===== config.mk =====
export PLATFORM = sky130hd
export DESIGN_NAME = led_pattern_sequencer
export DESIGN_NICKNAME = d
export VERILOG_FILES = /design/src/rtl/led_pattern_sequencer.sv
export SDC_FILE = /design/constraint.sdc
export NUM_CORES = 2
export LEC_CHECK = 0
export BUFFER_PORTS_ARGS = -buffer_cell sky130_fd_sc_hd__buf_2
export CAP_MARGIN = 20
export CORE_MARGIN = 3
export CORE_UTILIZATION = 67
export CTS_CLUSTER_SIZE = 30
export DETAILED_ROUTE_END_ITERATION = 16
export PLACE_DENSITY = 0.84
export SETUP_SLACK_MARGIN = 0.1
export SLEW_MARGIN = 20
export SYNTH_ARGS = -nofsm -noshare
export SYNTH_HDL_FRONTEND = slang
export SYNTH_SLANG_ARGS = --single-unit

===== constraint.sdc =====
create_clock -name CLK -period 6.7 [get_ports CLK]
set_input_delay 0.67 -clock CLK [delete_from_list [all_inputs] [get_ports CLK]]
set_output_delay 0.67 -clock CLK [all_outputs]
set_load 0.01 [all_outputs]

===== src/rtl/led_pattern_sequencer.sv =====
// rtl/led_pattern_sequencer.sv - table-driven PWM LED sequencer with one-shot/loop/ping-pong/hold play (optional fade: LED_SEQ_FADE_EN)
module led_pattern_sequencer #(
    parameter int NCH        = 16,
    parameter int DC_BITS    = 4,
    parameter int DEPTH      = 32,
    parameter int PASSES     = 3,
    parameter int TICK_DIV   = 400,
    parameter int STEP_TICKS = 25,
    localparam int AW = (DEPTH > 1) ? $clog2(DEPTH) : 1,
    localparam int PW = $clog2(PASSES + 1)
) (
    input  logic                   CLK,
    input  logic                   RST_N,
    input  logic                   RUN,
    input  logic                   ABORT,
    input  logic [1:0]             MODE,
    input  logic [NCH-1:0]         STATUS,
    input  logic                   WR_EN,
    input  logic [AW-1:0]          WR_ADDR,
    input  logic [NCH*DC_BITS-1:0] WR_DATA,
    output logic [NCH-1:0]         LEDS,
    output logic                   BUSY,
    output logic                   DONE,
    output logic [AW-1:0]          STEP_ADDR,
    output logic [PW-1:0]          PASS_CNT
);

    localparam int PRW = $clog2(TICK_DIV);
    localparam int TW  = (STEP_TICKS > 1) ? $clog2(STEP_TICKS) : 1;
    localparam int DW  = NCH * DC_BITS;

    localparam logic [PRW-1:0]     PRE_LAST  = PRW'(TICK_DIV - 1);
    localparam logic [PRW-1:0]     PRE_ONE   = PRW'(1);
    localparam logic [TW-1:0]      TMR_LAST  = TW'(STEP_TICKS - 1);
    localparam logic [TW-1:0]      TMR_ONE   = TW'(1);
    localparam logic [DC_BITS-1:0] PH_LAST   = DC_BITS'((1 << DC_BITS) - 2);
    localparam logic [DC_BITS-1:0] PH_ONE    = DC_BITS'(1);
    localparam logic [AW-1:0]      ADDR_LAST = AW'(DEPTH - 1);
    localparam logic [AW-1:0]      ADDR_ONE  = AW'(1);
    localparam logic [PW-1:0]      PASS_MAX  = PW'(PASSES);
    localparam logic [PW-1:0]      PASS_ONE  = PW'(1);

    typedef enum logic [1:0] {
        S_IDLE = 2'd0,
        S_LOAD = 2'd1,
        S_SHOW = 2'd2,
        S_DONE = 2'd3
    } state_t;

    logic [DW-1:0] mem_q [DEPTH];

    state_t             state_q, state_d;
    logic [1:0]         mode_q, mode_d;
    logic [AW-1:0]      addr_q, addr_d;
    logic [PW-1:0]      pass_q, pass_d;
    logic               dir_up_q, dir_up_d;
    logic [PRW-1:0]     pre_q, pre_d;
    logic [TW-1:0]      tmr_q, tmr_d;
    logic [DC_BITS-1:0] phase_q, phase_d;
    logic [DW-1:0]      duty_q, duty_d;
    logic [NCH-1:0]     leds_q, leds_d;
    logic               busy_q, busy_d;
    logic               done_q, done_d;
`ifdef LED_SEQ_FADE_EN
    logic [DW-1:0]      target_q, target_d;
    logic               first_q, first_d;
`endif

    logic          tick;
    logic          step_end;
    logic [DW-1:0] rd_word;
    logic [PW-1:0] pass_inc;
    logic [PW-1:0] pass_wrap;

    assign tick      = (state_q == S_SHOW) && (pre_q == PRE_LAST);
    assign step_end  = tick && (tmr_q == TMR_LAST);
    assign rd_word   = mem_q[addr_q];
    assign pass_inc  = pass_q + PASS_ONE;
    assign pass_wrap = (pass_inc == PASS_MAX) ? '0 : pass_inc;

    // Pattern table: written in any state, never reset, read asynchronously
    always_ff @(posedge CLK) begin
        if (WR_EN) begin
            mem_q[WR_ADDR] <= WR_DATA;
        end
    end

    // Next-state logic for the play FSM, timers, PWM and registered outputs
    always_comb begin
        state_d  = state_q;
        mode_d   = mode_q;
        addr_d   = addr_q;
        pass_d   = pass_q;
        dir_up_d = dir_up_q;
        pre_d    = pre_q;
        tmr_d    = tmr_q;
        phase_d  = phase_q;
        duty_d   = duty_q;
        leds_d   = leds_q;
`ifdef LED_SEQ_FADE_EN
        target_d = target_q;
        first_d  = first_q;
`endif

        case (state_q)
            S_IDLE: begin
                if (RUN && !ABORT) begin
                    mode_d   = MODE;
                    addr_d   = '0;
                    pass_d   = '0;
                    dir_up_d = 1'b1;
                    leds_d   = '0;
                    state_d  = S_LOAD;
`ifdef LED_SEQ_FADE_EN
                    first_d  = 1'b1;
`endif
                end
            end

            S_LOAD: begin
`ifdef LED_SEQ_FADE_EN
                // Fade toward the new step; only the first step of a run snaps
                target_d = rd_word;
                if (first_q) begin
                    duty_d = rd_word;
                end
                first_d  = 1'b0;
`else
                duty_d   = rd_word;
`endif
                phase_d  = '0;
                pre_d    = '0;
                tmr_d    = '0;
                state_d  = S_SHOW;
            end

            S_SHOW: begin
                phase_d = (phase_q == PH_LAST) ? '0 : phase_q + PH_ONE;
                for (int c = 0; c < NCH; c++) begin
                    leds_d[c] = (phase_q < duty_q[c*DC_BITS +: DC_BITS]);
                end
                pre_d = tick ? '0 : pre_q + PRE_ONE;
                if (tick) begin
                    tmr_d = tmr_q + TMR_ONE;
`ifdef LED_SEQ_FADE_EN
                    for (int c = 0; c < NCH; c++) begin
                        if (duty_q[c*DC_BITS +: DC_BITS] < target_q[c*DC_BITS +: DC_BITS]) begin
                            duty_d[c*DC_BITS +: DC_BITS] = duty_q[c*DC_BITS +: DC_BITS] + PH_ONE;
                        end else if (duty_q[c*DC_BITS +: DC_BITS] > target_q[c*DC_BITS +: DC_BITS]) begin
                            duty_d[c*DC_BITS +: DC_BITS] = duty_q[c*DC_BITS +: DC_BITS] - PH_ONE;
                        end
                    end
`endif
                end
                if (step_end) begin
                    state_d = S_LOAD;
                    if (mode_q == 2'd3) begin
                        // Hold: same address replayed, no pass accounting
                        addr_d = addr_q;
                    end else if ((mode_q == 2'd2) && (DEPTH > 1)) begin
                        // Ping-pong: leaving an endpoint turns around and counts a pass
                        if (dir_up_q) begin
                            if (addr_q == ADDR_LAST) begin
                                dir_up_d = 1'b0;
                                addr_d   = addr_q - ADDR_ONE;
                                pass_d   = pass_wrap;
                            end else begin
                                addr_d   = addr_q + ADDR_ONE;
                            end
                        end else begin
                            if (addr_q == '0) begin
                                dir_up_d = 1'b1;
                                addr_d   = addr_q + ADDR_ONE;
                                pass_d   = pass_wrap;
                            end else begin
                                addr_d   = addr_q - ADDR_ONE;
                            end
                        end
                    end else begin
                        // One-shot and loop (and ping-pong on a single-entry table)
                        if (addr_q == ADDR_LAST) begin
                            addr_d = '0;
                            if (mode_q == 2'd0) begin
                                pass_d = pass_inc;
                                if (pass_inc == PASS_MAX) begin
                                    state_d = S_DONE;
                                end
                            end else begin
                                pass_d = pass_wrap;
                            end
                        end else begin
                            addr_d = addr_q + ADDR_ONE;
                        end
                    end
                end
            end

            S_DONE: begin
                state_d = S_IDLE;
            end

            default: begin
                state_d = S_IDLE;
            end
        endcase

        if (ABORT) begin
            state_d = S_IDLE;
        end

        busy_d = (state_d == S_LOAD) || (state_d == S_SHOW);
        done_d = (state_d == S_DONE);
    end

    // State and datapath registers with synchronous active-low reset
    always_ff @(posedge CLK) begin
        if (!RST_N) begin
            state_q  <= S_IDLE;
            mode_q   <= 2'd0;
            addr_q   <= '0;
            pass_q   <= '0;
            dir_up_q <= 1'b1;
            pre_q    <= '0;
            tmr_q    <= '0;
            phase_q  <= '0;
            duty_q   <= '0;
            leds_q   <= '0;
            busy_q   <= 1'b0;
            done_q   <= 1'b0;
`ifdef LED_SEQ_FADE_EN
            target_q <= '0;
            first_q  <= 1'b0;
`endif
        end else begin
            state_q  <= state_d;
            mode_q   <= mode_d;
            addr_q   <= addr_d;
            pass_q   <= pass_d;
            dir_up_q <= dir_up_d;
            pre_q    <= pre_d;
            tmr_q    <= tmr_d;
            phase_q  <= phase_d;
            duty_q   <= duty_d;
            leds_q   <= leds_d;
            busy_q   <= busy_d;
            done_q   <= done_d;
`ifdef LED_SEQ_FADE_EN
            target_q <= target_d;
            first_q  <= first_d;
`endif
        end
    end

    // Live status passes straight through whenever no pattern is playing
    assign LEDS      = busy_q ? leds_q : STATUS;
    assign BUSY      = busy_q;
    assign DONE      = done_q;
    assign STEP_ADDR = addr_q;
    assign PASS_CNT  = pass_q;

endmodule


* Word level (Yosys, flattened, before mapping)
Memories as Yosys holds them, arrays and structs flattened. A register that Yosys moved wholly into a read port is not among the register bits. Cells that the tools add are included. W data, S select, Z words.
Word-level totals: register bits after elaboration 48, RAM bits 2048, bits of input ports 92, output and inout bits 25, word-level logic and storage cells 120, memories kept 1
Memories:
- mem_q | depth 32, width 64, read ports 1, clocked after Yosys merged registers in 1, wr ports 1, line 50 | logic [DW-1:0] mem_q [DEPTH];
Operators by class: add/subtract/negate cells 6, order comparisons 16, equality and inequality tests 21, multiplexer cells 48, reductions and logical operators 17
Operator list (count):
- $lt A4 B4 Y1 | 16
- $mux W5 | 9
- $mux W2 | 18
- $mux W16 | 2
- $pmux W16 S2 | 1
- $pmux W5 S2 | 2
- $pmux W9 S2 | 1
- $eq A2 B2 Y1 const B | 7
- $add A5 B1 Y5 const B | 2
- $eq A5 B5 Y1 const B | 2
- $add A9 B1 Y9 const B | 1
- $eq A9 B9 Y1 const B | 1
- $mux W1 | 9
- $mux W9 | 1
- $ne A2 B2 Y1 const B | 4
- $pmux W2 S4 | 1
- $pmux W4 S2 | 1
- $reduce_and A7 Y1 | 1
- $reduce_and A2 Y1 | 3
- $logic_not A5 Y1 | 1
- $reduce_and A5 Y1 | 1
- $sub A5 B1 Y5 const B | 1
- $add A4 B1 Y4 const B | 1
- $eq A2 B1 Y1 const B | 2
- other kinds (15) | 20

* Longest topological paths before layout
depth after elaboration 12, gate-level depth with buffers 13, gate-level depth less buffers 9

* Least setup slack after synthesis
No wires, ideal clock.
kind input to register, start point input WR_ADDR[1], end point memory mem_q[12][0] (netlist bit), enable pin, library setup time 486 ps, arrival 4006 ps, required time 6214 ps, slack 2208 ps, stages 3, path buffers 1, cells stage by stage or3b_2 > clkbuf_1 > nor2_1
RTL lines:
- from (decl) | line 19 | input logic [AW-1:0] WR_ADDR,
- to (decl) | line 50
No word-level cell before the write port.

==> metrics.yaml <==
floorplanning:
  initial_core_util: 0.678
  ios: 117
  placementRows: 129
  chipWidth_um: 361
  core-area_um2: 124000
  die_area_um2: 130000
  die_h_um: 361
setup_path:
  cp_max_fo: 122
  arrival_ns: 4.68
  critPathCaptureType: "flip-flop"
  crit_type: "reg -> reg"
  worst_setup_path_start_kind: "flip-flop"
  cp.required_ns: 7.39
  regToRegSetupSlack_ns: 2.72
timing:
  setup_tns_ns: 0
  rsz0062_at_grt: "false"
  whs_ns: 0.0824
  drv_slew: 0
  post-route-period-util: 0.595
  finalSetupViolations: 0
  slew_headroom: 0.163
  max_freq_mhz: 251
  tightestPinTransition_ns: 1.25
  fin_skew_ns: 0.0311
  period_minus_slack_ns: 3.98
  hold_viol: 0
place:
  io_buffers: 116
  place.gp.congestion: 0.805
  place_area_um2: 87100
  placed_cells: 5863
  dp_hpwl_um: 115000
synth:
  synth_cell_types: 63
  synth_flop_cell: "edfxtp_1"
  ys_seq_area_frac: 0.755
  async_flop_share: 0
  synth_edf_count: 2048
  ys_ff_latch: 2160
  syn_area_um2: 84400
  syn_inst: 4247
  yosysWarnings: 0
  syn_nets: 4403
  avgSynthCellArea_um2: 19.9
clocking:
  cts_tree: "yes"
  cts_sinks: 2160
  hold_buffers: 0
  htreeDepth: 4
  clock_tree.buffer_depth: 3
  postCtsResizedCells: 0
  root_buffer: "clkbuf_16"
  post_cts_buffers: 0
  clock_latency_ns: 0.84
  cts_buffers: 199
  clk_pin_slew_ns: 0.07
finish:
  fin_nets: 4587
  final_cells: 6259
  final_cell_mix: "edfxtp_1, mux4_2, nand2_1"
  synthToLayoutAreaGrowth_pct: 11.2
  stdcell_area_um2: 93900
  drive_above_1_share: 0.241
  layout_commonest_cell: "edfxtp_1"
power:
  power_density_nw_per_um2: 291
  power_frac_clock: 0.423
  leakagePower_nw: 29.3
  p_switching_w: 0.00569
  ir_drop_uv: 328
  intPower_w: 0.0216
  sw_frac_of_total: 0.208
  power_frac_comb: 0.027
  pwr-share-seq: 0.550
run:
  maxCapViolCount: 0
run_status:
  status: "finished, final reports clean"
drt:
  drc: 0
  vias: 47200
  wire_per_inst_um: 38.4
  drt_iter0_markers: 9630
  drtPass1Iterations: 6
  final_antenna_net_count: 0
  routed_wl_um: 240000
  drt-vias-per-instance: 7.54
global_routing:
  grt_use_total: 0.366
  antenna_found_initial: 15
  grt_max_degree: 123
  overflow: 0
  grt_pass1_wl_um: 337000
  grt_pass1_vias: 47900
worst_hold_path:
  worstHoldPathType: "in -> reg"
[synthesized netlist by cell type (2+ instances only)]
cell type	count	share of area
nor2_1	145	0.0064
clkbuf_1	123	0.0055
or3_1	4	0.00030
edfxtp_1	2048	0.73
clkinv_1	2	0.000089
nand3_1	17	0.0010
a21oi_1	85	0.0050
buf_2	71	0.0042
xor2_1	8	0.00083
dfxtp_1	112	0.027
inv_1	64	0.0028
mux4_2	468	0.12
o21bai_1	2	0.00018
o32ai_1	22	0.0023
buf_4	19	0.0017
a21o_1	32	0.0028
and2_1	61	0.0045
nand2_1	216	0.0096
mux2_2	68	0.0091
o2111ai_1	3	0.00031
a22oi_1	4	0.00036
mux2i_1	132	0.016
buf_6	11	0.0015
buf_1	11	0.00049
a211o_1	17	0.0018
a32oi_1	5	0.00052
nand4_1	4	0.00030
o21ai_0	111	0.0066
nand3b_1	6	0.00053
or3b_2	3	0.00031
nand4b_1	2	0.00021
nor2b_1	20	0.0015
nor3_1	37	0.0022
xnor2_1	8	0.00083
o221ai_1	34	0.0035
a31oi_1	4	0.00030
nand2b_1	20	0.0015
o21ai_1	2	0.00012
a22o_1	9	0.00093
ha_1	64	0.0095
a211oi_1	62	0.0055
o22ai_1	87	0.0064
and3_1	4	0.00030
[worst paths after layout]
check / startpoint / endpoint / cells after the start
hold reg to reg: leds_q[0] / leds_q[0] / 2
hold / removal: MODE[0] / mode_q[0] / 3
setup / recovery: STEP_ADDR[1] / duty_q[0] / 7
setup reg to reg: STEP_ADDR[1] / duty_q[0] / 7
[layout make-up]
| cell class | instances | area, µm² |
|---|---|---|
| sequential | 2160 | 63800 |
| fill | 6048 | 30600 |
| multi-input combinational | 1785 | 19600 |
| clock buffer | 270 | 5430 |
| tap | 1637 | 2050 |
| timing repair buffer | 218 | 1580 |
| clock inverter | 108 | 1180 |
| inverter | 67 | 262 |
| antenna | 14 | 35.0 |
[kinds of logic (layout without fill, tap and decap cells)]
kind of cell,Yosys count,count (layout),share of synthesized area
AOI/OAI and AO/OA,488,488,0.0377
and+or+nand+nor,549,549,0.0298
DFF,2160,2160,0.755
adders and majority gates,64,64,0.00949
muxes,668,668,0.150
buffers and inverters,302,663,0.0163
xor gates and xnor gates,16,16,0.00166
other,0,14,0
[worst max-delay path: stages (launching register included)]
cell and delay, ns:
dfxtp_4 0.84, buf_12 0.56, buf_4 0.92, mux4_2 0.43, mux2i_1 0.24, nand2_1 0.17
o21ai_0 0.28, o32ai_1 0.18
[registers in the layout, indices dropped and copies added (netlist names)]
name / cells
BUSY: 1
DONE: 1
PASS_CNT: 2
STEP_ADDR: 5
dir_up_q: 1
duty_q: 64
leds_q: 16
mem_q: 2048
mode_q: 2
phase_q: 4
pre_q: 9
state_q: 2
tmr_q: 5
[power groups by stage]
| stage | combinational [W] | sequential, W | clock, W |
|---|---|---|---|
| 2_1_floorplan | 0.000272 | 0.0153 | 0 |
| 6_report | 0.000737 | 0.0150 | 0.0116 |
| 3_5_place_dp | 0.000682 | 0.0153 | 0 |
| 4_1_cts | 0.000702 | 0.0150 | 0.0115 |
| 3_3_place_gp | 0.000647 | 0.0153 | 0 |
| 5_1_grt | 0.000761 | 0.0150 | 0.0120 |
[metal layers]
metal,GRT usage,share of wire,up-vias,wire length [µm]
li1,-,-,17700,-
met1,0.490,0.31,23600,75300
met2,0.549,0.46,4825,112000
met3,0.118,0.16,984,39300
met4,0.193,0.058,10,14000
met5,0,0.00027,-,64
[through the flow]
step	util	worst slack (ns)	total power [W]
2_1_floorplan	-	2.21	0.0156
3_3_place_gp	0.700	3.06	0.0159
3_5_place_dp	0.700	2.99	0.0160
4_1_cts	0.753	2.91	0.0272
5_1_grt	0.754	2.63	0.0278
6_report	0.754	2.72	0.0273
(Power assumes the default switching activity.)
